[src/rtl/fetch_seq.sv]
// Generic SM83 instruction-fetch sequencer: opcode beat, 0..MAX_IMM immediate beats,
// then a valid/ready hand-off of the assembled instruction to execute.
module fetch_seq #(
    parameter int unsigned            ADDR_W    = 16,
    parameter logic [ADDR_W-1:0]      RESET_VEC = 16'h0000,
    parameter int unsigned            MAX_IMM   = 2,
    parameter int unsigned            LEN_W     = $clog2(MAX_IMM + 1)
) (
    input  logic                      clk,
    input  logic                      rst,
    output logic [ADDR_W-1:0]         mem_addr,
    output logic                      mem_rd,
    input  logic                      mem_rdy,
    input  logic [7:0]                mem_data,
    output logic [7:0]                opcode,
    input  logic [LEN_W-1:0]          op_len,
    output logic                      instr_vld,
    input  logic                      instr_rdy,
    output logic [8*MAX_IMM-1:0]      imm,
    output logic                      illegal,
    input  logic                      jump_en,
    input  logic [ADDR_W-1:0]         jump_addr,
    output logic [ADDR_W-1:0]         pc
);

    localparam int unsigned IMM_W = 8 * MAX_IMM;

    typedef enum logic [2:0] {
        S_RST   = 3'd0,
        S_OP    = 3'd1,
        S_DEC   = 3'd2,
        S_IMM   = 3'd3,
        S_ISSUE = 3'd4
    } state_t;

    state_t             r_state;
    logic [ADDR_W-1:0]  r_pc;
    logic [7:0]         r_opcode;
    logic [IMM_W-1:0]   r_imm;
    logic [LEN_W-1:0]   r_cnt;
    logic [LEN_W-1:0]   r_len;
    logic               r_illegal;

    state_t             w_state_nxt;
    logic [ADDR_W-1:0]  w_pc_nxt;
    logic [7:0]         w_opcode_nxt;
    logic [IMM_W-1:0]   w_imm_nxt;
    logic [LEN_W-1:0]   w_cnt_nxt;
    logic [LEN_W-1:0]   w_len_nxt;
    logic               w_illegal_nxt;

    // State and datapath registers
    always_ff @(posedge clk or posedge rst) begin
        if (rst) begin
            r_state   <= S_RST;
            r_pc      <= RESET_VEC;
            r_opcode  <= 8'h00;
            r_imm     <= '0;
            r_cnt     <= '0;
            r_len     <= '0;
            r_illegal <= 1'b0;
        end else begin
            r_state   <= w_state_nxt;
            r_pc      <= w_pc_nxt;
            r_opcode  <= w_opcode_nxt;
            r_imm     <= w_imm_nxt;
            r_cnt     <= w_cnt_nxt;
            r_len     <= w_len_nxt;
            r_illegal <= w_illegal_nxt;
        end
    end

    // Next-state and datapath update
    always_comb begin
        w_state_nxt   = r_state;
        w_pc_nxt      = r_pc;
        w_opcode_nxt  = r_opcode;
        w_imm_nxt     = r_imm;
        w_cnt_nxt     = r_cnt;
        w_len_nxt     = r_len;
        w_illegal_nxt = r_illegal;

        case (r_state)
            S_RST: begin
                w_state_nxt = S_OP;
            end
            S_OP: begin
                if (mem_rdy) begin
                    w_opcode_nxt = mem_data;
                    w_pc_nxt     = r_pc + ADDR_W'(1);
                    w_imm_nxt    = '0;
                    w_cnt_nxt    = '0;
                    w_state_nxt  = S_DEC;
                end
            end
            S_DEC: begin
                if (op_len == '0) begin
                    w_state_nxt = S_ISSUE;
                end else if (op_len > LEN_W'(MAX_IMM)) begin
                    // Over-long length: issue flagged, no immediate bytes consumed
                    w_illegal_nxt = 1'b1;
                    w_state_nxt   = S_ISSUE;
                end else begin
                    w_len_nxt   = op_len;
                    w_state_nxt = S_IMM;
                end
            end
            S_IMM: begin
                if (mem_rdy) begin
                    for (int unsigned k = 0; k < MAX_IMM; k++) begin
                        if (r_cnt == LEN_W'(k)) begin
                            w_imm_nxt[8*k +: 8] = mem_data;
                        end
                    end
                    w_pc_nxt  = r_pc + ADDR_W'(1);
                    w_cnt_nxt = r_cnt + LEN_W'(1);
                    if (r_cnt == r_len - LEN_W'(1)) begin
                        w_state_nxt = S_ISSUE;
                    end
                end
            end
            S_ISSUE: begin
                if (instr_rdy) begin
                    w_illegal_nxt = 1'b0;
                    w_state_nxt   = S_OP;
                    if (jump_en) begin
                        w_pc_nxt = jump_addr;
                    end
                end
            end
            default: begin
                w_state_nxt = S_RST;
            end
        endcase
    end

    // Moore outputs decoded from the state register
    assign mem_rd    = (r_state == S_OP) || (r_state == S_IMM);
    assign instr_vld = (r_state == S_ISSUE);
    assign mem_addr  = r_pc;
    assign pc        = r_pc;
    assign opcode    = r_opcode;
    assign imm       = r_imm;
    assign illegal   = r_illegal;

endmodule
[config.mk]
export PLATFORM = sky130hd
export DESIGN_NAME = fetch_seq
export DESIGN_NICKNAME = d
export VERILOG_FILES = /design/src/rtl/fetch_seq.sv
export SDC_FILE = /design/constraint.sdc
export NUM_CORES = 1
export LEC_CHECK = 0
export ABC_AREA = 0
export BUFFER_PORTS_ARGS = -buffer_cell sky130_fd_sc_hd__clkbuf_2
export CORE_ASPECT_RATIO = 0.5
export CORE_MARGIN = 3
export CORE_UTILIZATION = 50
export CTS_CLUSTER_DIAMETER = 80
export CTS_CLUSTER_SIZE = 25
export DETAILED_ROUTE_END_ITERATION = 6
export PLACE_DENSITY = 0.87
export SLEW_MARGIN = 20
export SYNTH_ARGS = -nofsm -noshare
export SYNTH_HDL_FRONTEND = slang
export SYNTH_SLANG_ARGS = --single-unit
[constraint.sdc]
create_clock -name clk -period 1.8 [get_ports clk]
set_input_delay 0.18 -clock clk [delete_from_list [all_inputs] [get_ports clk]]
set_output_delay 0.18 -clock clk [all_outputs]
set_load 0.03 [all_outputs]
==> results of run 1 <==
## how the worst min path moves through the flow
stage / to / slack [ps] / cells past startpoint
5_1_grt: imm[0] / 50 / 3
6_report: imm[0] / 2 / 3
3_3_place_gp: mem_addr[13] / 350 / 3
4_1_cts: imm[0] / 30 / 3
2_1_floorplan: mem_addr[1] / 330 / 2
3_5_place_dp: mem_addr[9] / 360 / 3
## synthesized netlist by cell type, drive strengths merged (2+ instances only)
| master | count |
|---|---|
| a32oi | 2 |
| buf | 26 |
| a2bb2oi | 4 |
| and2 | 11 |
| dfrtp | 48 |
| and4 | 3 |
| mux2 | 26 |
| nand3 | 5 |
| nand2b | 2 |
| mux2i | 2 |
| ha | 5 |
| o21ai | 16 |
| inv | 9 |
| nor2 | 9 |
| o22a | 2 |
| nor2b | 2 |
| a31oi | 3 |
| o22ai | 4 |
| clkbuf | 3 |
| a21oi | 26 |
| and3 | 4 |
| nor4 | 2 |
| nand4 | 6 |
| nand2 | 23 |
## cell families after synthesis
group | count (synthesis)
buf+inv | 38
flops | 48
fa+ha+maj | 5
compound gates | 66
xor+xnor | 1
mux | 28
simple gates | 75
## cell type report
| type | instances | area share |
|---|---|---|
| multi-input combinational | 175 | 0.381 |
| timing repair buffer | 98 | 0.162 |
| clock inverter | 3 | 0.0146 |
| tap | 70 | 0.0277 |
| clock buffer | 5 | 0.0218 |
| sequential | 48 | 0.380 |
| inverter | 9 | 0.0123 |
## registers in the layout, summed over array words and instances (netlist names)
| signal | flops |
|---|---|
| opcode | 8 |
| r_len | 2 |
| imm | 16 |
| illegal | 1 |
| r_cnt | 2 |
| r_state | 3 |
| mem_addr | 16 |
## routing by layer
metal	track usage	vias to the layer above	wire length [um]
met1	0.254	1130	2580
met2	0.363	67	3320
met3	0.0441	9	315
li1	-	1075	-
met5	0	-	0
met4	0.0576	0	63
## worst reg2reg max path: stages (launching register included)
cell and delay (ps):
dfrtp_1 400, nand3b_2 330, nor2_2 400, mux2_2 390
## what timing repair did
action                                  CTS  global route
pin swaps                                 0             0
buffers inserted                          0             0
endpoints found under the setup margin    1             1
gates resized for setup                   1             2
gates cloned                              0             0
## power groups by stage
stage                     Clock (mW)  Sequential, mW  Combinational, mW
after floorplan                    0            2.70               1.92
after global placement             0            1.98               3.33
after detailed placement           0            2.02               3.43
after CTS                      0.827            2.00               3.45
after global routing           0.872            2.10               3.69
final                          0.818            2.01               3.43
==> metrics.md, run 1 <==
| Metric | Value |
|---|---|
| I/O pins | 90 |
| Synth cell types | 50 |
| CTS Buffer Depth | 2 |
| Number of global-route vias before repair | 2,219 |
| ANT cells | 0 |
| Critical path arrival | 1540 ps |
| Synth Area in Compound Gates | 0.156 |
| RR Endpoint | opcode[7] |
| Crit-path cells | or3b_1 -> clkinv_4 -> buf_2 |
| Combinational Power Share | 0.548 |
| I/O Buffers | 89 |
| Initial Utilization | 0.528 |
| Area contributors post-synth | dfrtp_1 45%, mux2_2 11%, a21oi_1 4.5% |
| Max VDD drop | 1.01 mV |
| Average wire per standard cell | 15.4 um |
| TritonCTS clock tree | built |
| Vias/cell | 5.59 |
| Psw | just over 3 mW |
| Post-Syn Area | 2650 um^2 |
| Row cnt | 18 |
| Worst Path Required | 1620 ps |
| Die Span X | 109 um |
| Clock power frac | 0.131 |
| Fraction of registers with async set or reset after synthesis | 1.00 |
| Critical Path End | instr_vld |
| Worst r2r path cells | 3 |
| Worst-Margin Slew | 609 ps |
| Die height | roughly 58 um |
| Pwr/cell area | 1980 nW/um^2 |
| Share of cells above drive strength 1 | 0.414 |
| Fmax | 581 MHz |
| Final ANT Viol Nets | 0 |
| Detailed placement HPWL | 4.68 mm |
| Post-synthesis sequential area ratio | 0.453 |
| Warnings from Yosys | 0 |
| Routed vias | 2,281 |
| Total track usage | 0.205 |
| First-pass DRT Iterations | 4 |
| Register Area | about 1200 um^2 |
| Synth Register Bits | 48 |
| Synthesized netlist cell count | 261 |
| Fin crit share | 0.956 |
| Worst clock skew | 7.73 ps |
| Leakage power | 1.57 nW |
| Routability congestion estimate | 0.894 |
| Setup ws final | 78.5 ps |
| Predominant post-synthesis flop cell | dfrtp_1 |
| Internal Power | between 3 and 4 mW |
| Leading area contributor after synthesis | dfrtp_1 |
| Hold Crit Class | in -> async |
| Core area | between 5000 and 6000 um^2 |
| Largest family of logic cells by synthesized area | compound AO/OA/AOI/OAI gates |
| Synth Area in XOR/XNOR | 0.00330 |
| CP Max Fanout | 20 |
| Overflow after GRT | 0 |
| Final setup vio count | 0 |
| Power share of the sequential group | 0.321 |
| Cts-stage hold buffer count | 0 |
| Worst-skew pair later-pin latency | 310 ps |
| Post-Synth Simple-Gate Area | 0.154 |
| Post-synthesis mux area share | 0.118 |
| Initial drt markers | 159 |
| Post-Synth Adder-Cell Area | 0.0236 |
| Final Hold Viols | 0 |
| Highest-count cells in the layout ignoring fill and taps | 88 x clkbuf_2, 48 x dfrtp_1, 26 x mux2_2 |
| Reg clk slew, reported paths | 100 ps |
| Synth top area share | 0.453 |
| Post-synth EDFFs | 0 |
| Final Max Slew Viols | 0 |
| Worst hold slack | 2.49 ps |
| Post-route cell area | 3160 um^2 |
| R2r startpoint | r_state[2] |
| Root Driver | clkbuf_8 |
| Mapped Nets | 297 |
| Fin crit period | 1720 ps |
| Fin cells | 408 |
| Inst Count DP | 400 |
| Dpl cell area | 3040 um^2 |
| Slew Limit Headroom | 0.594 |
| Power Total | 6.26 mW |
| CP bufs+invs | 2 |
| Fillers | 409 |
| First-pass GRT wire length | 10.1 mm |
| R2R setup slack | approximately 170 ps |
| Largest net degree at the start of global routing | 49 |
| CTS Buf Count | 5 |
| Crit path capture type | output pin |
| Pre-CTS setup slack | 177 ps |
| Initial antenna violation count | 0 |
| Final WL | 6.28 mm |
| Delay-heaviest family, CP | simple AND/OR/NAND/NOR gates |
| Setup TNS | 0 ps |
| Slowest stage delay, CP | 440 ps |
| Area of the multi-input gates | around 1200 um^2 |
| Levels on crit path | 3 |
| Start point of the critical path | r_state[0] |
| H-tree depth | 2 |
| RSZ-0062 raised after global routing | no |
| Die ar. | 6270 um^2 |
| Commonest non-fill, non-tap cell in the layout | clkbuf_2 |
| Switching share of total power | 0.498 |
| Critical path class | reg -> out |
| TritonCTS Sinks | 48 |
| Syn Area/Cell | 10.2 um^2 |
| Crit-path slowest cell | or3b_1 |
| Fin util | 0.630 |
| Outcome | finished clean |
| MaxCap Viol Count | 0 |
| Area growth syn-to-layout | 19.1% |
| Post-route DRC | 0 |
| CP startpoint kind | register |
| Nets | 373 |
No activity file was read; power rests on OpenSTA's default activity.
==> run 2, diff against run 1 <==
--- a/config.mk
+++ b/config.mk
@@ -5,11 +5,11 @@
 export SDC_FILE = /design/constraint.sdc
 export NUM_CORES = 1
 export LEC_CHECK = 0
-export ABC_AREA = 0
+export ABC_AREA = 1
 export BUFFER_PORTS_ARGS = -buffer_cell sky130_fd_sc_hd__clkbuf_2
 export CORE_ASPECT_RATIO = 0.5
 export CORE_MARGIN = 3
-export CORE_UTILIZATION = 50
+export CORE_UTILIZATION = 51
 export CTS_CLUSTER_DIAMETER = 80
 export CTS_CLUSTER_SIZE = 25
 export DETAILED_ROUTE_END_ITERATION = 6
==> run 2 against run 1 <==
  * Cell count up 23%
  * Utilization up 1.5 points
  * Synthesized cell count up 35%
  * Critical endpoint unchanged
==> metrics.md, run 2 <==
| Metric | Value |
|---|---|
| Final setup vio count | 0 (unchanged) |
| Area growth syn-to-layout | 17.8% (was 19.1%) |
| Inst Count DP | 491 (was 400) |
| Fraction of registers with async set or reset after synthesis | 1.00 (unchanged) |
| Leading area contributor after synthesis | dfrtp_1 (unchanged) |
| Levels on crit path | 4 (was 3) |
| Post-synthesis mux area share | 0.0644 (was 0.118) |
| Post-Syn Area | 2800 um^2 (was 2650 um^2) |
| Row cnt | 18 (unchanged) |
| Post-synth EDFFs | 0 (unchanged) |
| Share of cells above drive strength 1 | 0.307 (was 0.414) |
| Setup ws final | 121 ps (was 78.5 ps) |
| Worst Path Required | 1620 ps (about the same) |
| Die Span X | 111 um (was 109 um) |
| CTS Buf Count | 5 (unchanged) |
| Outcome | finished clean (unchanged) |
| H-tree depth | 2 (unchanged) |
| Post-route DRC | 0 (unchanged) |
| RSZ-0062 raised after global routing | no (unchanged) |
| Worst clock skew | 8.75 ps (was 7.73 ps) |
| Slew Limit Headroom | 0.661 (was 0.594) |
| First-pass GRT wire length | 10.3 mm (was 10.1 mm) |
| First-pass DRT Iterations | 4 (unchanged) |
| Pre-CTS setup slack | 253 ps (was 177 ps) |
| Warnings from Yosys | 0 (unchanged) |
| Worst r2r path cells | 5 (was 3) |
| Delay-heaviest family, CP | flip-flops (was simple AND/OR/NAND/NOR gates) |
| Reg clk slew, reported paths | 90 ps (was 100 ps) |
| Routability congestion estimate | 0.819 (was 0.894) |
| Syn Area/Cell | 7.93 um^2 (was 10.2 um^2) |
| Power Total | 6.05 mW (was 6.26 mW) |
| Worst-Margin Slew | 508 ps (was 609 ps) |
| Final WL | 6.21 mm (was 6.28 mm) |
| Synth Register Bits | 48 (unchanged) |
| Hold Crit Class | in -> reg (was in -> async) |
| Setup TNS | 0 ps (unchanged) |
| Post-Synth Adder-Cell Area | 0.0224 (was 0.0236) |
| Fillers | 446 (was 409) |
| Largest net degree at the start of global routing | 28 (was 49) |
| Worst hold path cell count | 3 |
| Area of the multi-input gates | 1250 um^2 (was 1210 um^2) |
| Crit path capture type | output pin (unchanged) |
| Synthesized netlist cell count | 353 (was 261) |
| I/O pins | 90 (unchanged) |
| Worst-skew pair later-pin latency | 310 ps (about the same) |
| Synth top area share | 0.429 (was 0.453) |
| Register Area | 1200 um^2 (unchanged) |
| Most frequent cell after synthesis | nand2_1 (was dfrtp_1) |
| Critical path arrival | 1500 ps (was 1540 ps) |
| Area contributors post-synth | dfrtp_1 43%, nand2_1 13%, nor2_1 6.4% (was dfrtp_1 45%, mux2_2 11%, a21oi_1 4.5%) |
| Crit-path slowest cell | dfrtp_1 (was or3b_1) |
| Initial antenna violation count | 0 (unchanged) |
| Final ANT Viol Nets | 0 (unchanged) |
| Final Max Slew Viols | 0 (unchanged) |
| Total track usage | 0.196 (was 0.205) |
| Synth Area in XOR/XNOR | 0.0157 (was 0.00330) |
| Nets | 465 (was 373) |
| Fmax | 596 MHz (was 581 MHz) |
| Detailed placement HPWL | 4.66 mm (was 4.68 mm) |
| ANT cells | 0 (unchanged) |
| Post-synthesis sequential area ratio | 0.429 (was 0.453) |
| Synth cell types | 28 (was 50) |
| Pwr/cell area | 1840 nW/um^2 (was 1980 nW/um^2) |
| Initial drt markers | 84 (was 159) |
| CTS Buffer Depth | 2 (unchanged) |
| MaxCap Viol Count | 0 (unchanged) |
| CP startpoint kind | register (unchanged) |
| Fin crit share | 0.933 (was 0.956) |
| Predominant post-synthesis flop cell | dfrtp_1 (unchanged) |
| Routed vias | 2,427 (was 2,281) |
| Slowest stage delay, CP | 480 ps (was 440 ps) |
| TritonCTS Sinks | 48 (unchanged) |
| Root Driver | clkbuf_8 (unchanged) |
| Crit-path cells | nor2_4 -> nand2_4 -> clkinvlp_4 -> clkbuf_2 (was or3b_1 -> clkinv_4 -> buf_2) |
| Fin cells | 500 (was 408) |
| Largest family of logic cells by synthesized area | simple AND/OR/NAND/NOR gates (was compound AO/OA/AOI/OAI gates) |
| CP Max Fanout | 11 (was 20) |
| Final Hold Viols | 0 (unchanged) |
| Vias/cell | 4.85 (was 5.59) |
| Post-Synth Simple-Gate Area | 0.292 (was 0.154) |
| Leakage power | 1.91 nW (was 1.57 nW) |
| TritonCTS clock tree | built (unchanged) |
| Critical path class | reg -> out (unchanged) |
| I/O Buffers | 89 (unchanged) |
| Synth Area in Compound Gates | 0.0541 (was 0.156) |
| Mapped Nets | 389 (was 297) |
| CP bufs+invs | 2 (unchanged) |
| Average wire per standard cell | 12.4 um (was 15.4 um) |
| Die height | 58.4 um (was 57.5 um) |
| Max VDD drop | 0.958 mV (was 1.01 mV) |
| Highest-count cells in the layout ignoring fill and taps | 99 x nand2_1, 89 x clkbuf_2, 48 x nor2_1, 48 x dfrtp_1, 33 x inv_1 (was 88 x clkbuf_2, 48 x dfrtp_1, 26 x mux2_2) |
| Commonest non-fill, non-tap cell in the layout | nand2_1 (was clkbuf_2) |
| Initial Utilization | 0.547 (was 0.528) |
| Core area | 5110 um^2 (was 5020 um^2) |
| Number of global-route vias before repair | 2,239 (was 2,219) |
| Overflow after GRT | 0 (unchanged) |
| Die ar. | 6460 um^2 (was 6270 um^2) |
| Commonest cells in the netlist | 99 x nand2_1, 48 x dfrtp_1, 48 x nor2_1 (was 48 x dfrtp_1, 26 x mux2_2, 24 x a21oi_1) |
| Fin crit period | 1680 ps (was 1720 ps) |
[run 2: cell count changes after synthesis, moves of 4 or more]
cell       change
a21oi_1       -23
a2bb2oi_1      -4
and2_1        -11
and3_1         -4
buf_2          -4
inv_1         +27
inv_2          +4
mux2_2        -13
nand2_1       +76
nand3_1       +20
nor2_1        +40
nor2_4         +4
o21ai_0       +11
o22ai_1        -4
[run 2: logic make-up (layout without fill, tap and decap cells)]
group                      Yosys count  after routing
AOI/OAI and AO/OA                   28             28
DFF                                 48             48
and+or+nand+nor                    188            188
muxes                               16             16
xor gates and xnor gates             5              5
buffers and inverters               63            140
adders and majority gates            5              5
[run 2: through the flow]
stage	area, um^2	hold slack [ps]	util
after floorplan	2800	330	-
after global placement	3170	229	0.619
after detailed placement	3170	227	0.619
after CTS	3300	114	0.645
after global routing	3300	117	0.645
final	3300	114	0.645
[run 2: repair_timing]
action | in CTS | in global routing
setup buffers | 0 | 0
gates resized for setup | 1 | 0
endpoints found under the hold margin | 21 | 0
hold buffers | 1 | 0
setup endpoints to repair | 1 | 0
[run 2: final cells by class]
class | instances | share of cell area
sequential | 48 | 0.364
clock inverter | 3 | 0.0144
multi-input combinational | 242 | 0.381
timing repair buffer | 92 | 0.146
clock buffer | 5 | 0.0209
tap | 70 | 0.0266
inverter | 40 | 0.0467
[run 2: tightest hold or removal path: cells and delay by family]
kind / cells / cell delay, ps
compound gates: 1 / 70
buf+inv: 2 / 130
[run 2: layer usage]
| metal | vias up | track usage | wire (um) |
|---|---|---|---|
| li1 | 1236 | - | - |
| met1 | 1114 | 0.250 | 2720 |
| met2 | 65 | 0.347 | 3110 |
| met3 | 12 | 0.0380 | 288 |
| met4 | 0 | 0.0632 | 87 |
| met5 | - | 0 | 0 |
[run 2: worst paths after layout]
| path | startpoint | to | slack [ps] |
|---|---|---|---|
| max | r_state[0] | instr_vld | 120 |
| min | mem_data[4] | opcode[4] | 110 |
| max reg2reg | r_state[0] | imm[5] | 230 |
| min reg2reg | opcode[6] | opcode[6] | 490 |
| max in group asynchronous | rst | r_len[0] | 850 |
| min in group asynchronous | rst | opcode[4] | 430 |
[run 2: report_power, final]
part / switching (mW) / leakage [nW] / internal, mW
registers: 0.454 / 0.630 / 1.51
clock network: 0.386 / 0.0583 / 0.419
logic: 2.28 / 1.22 / 0.995
total: 3.12 / 1.91 / 2.93
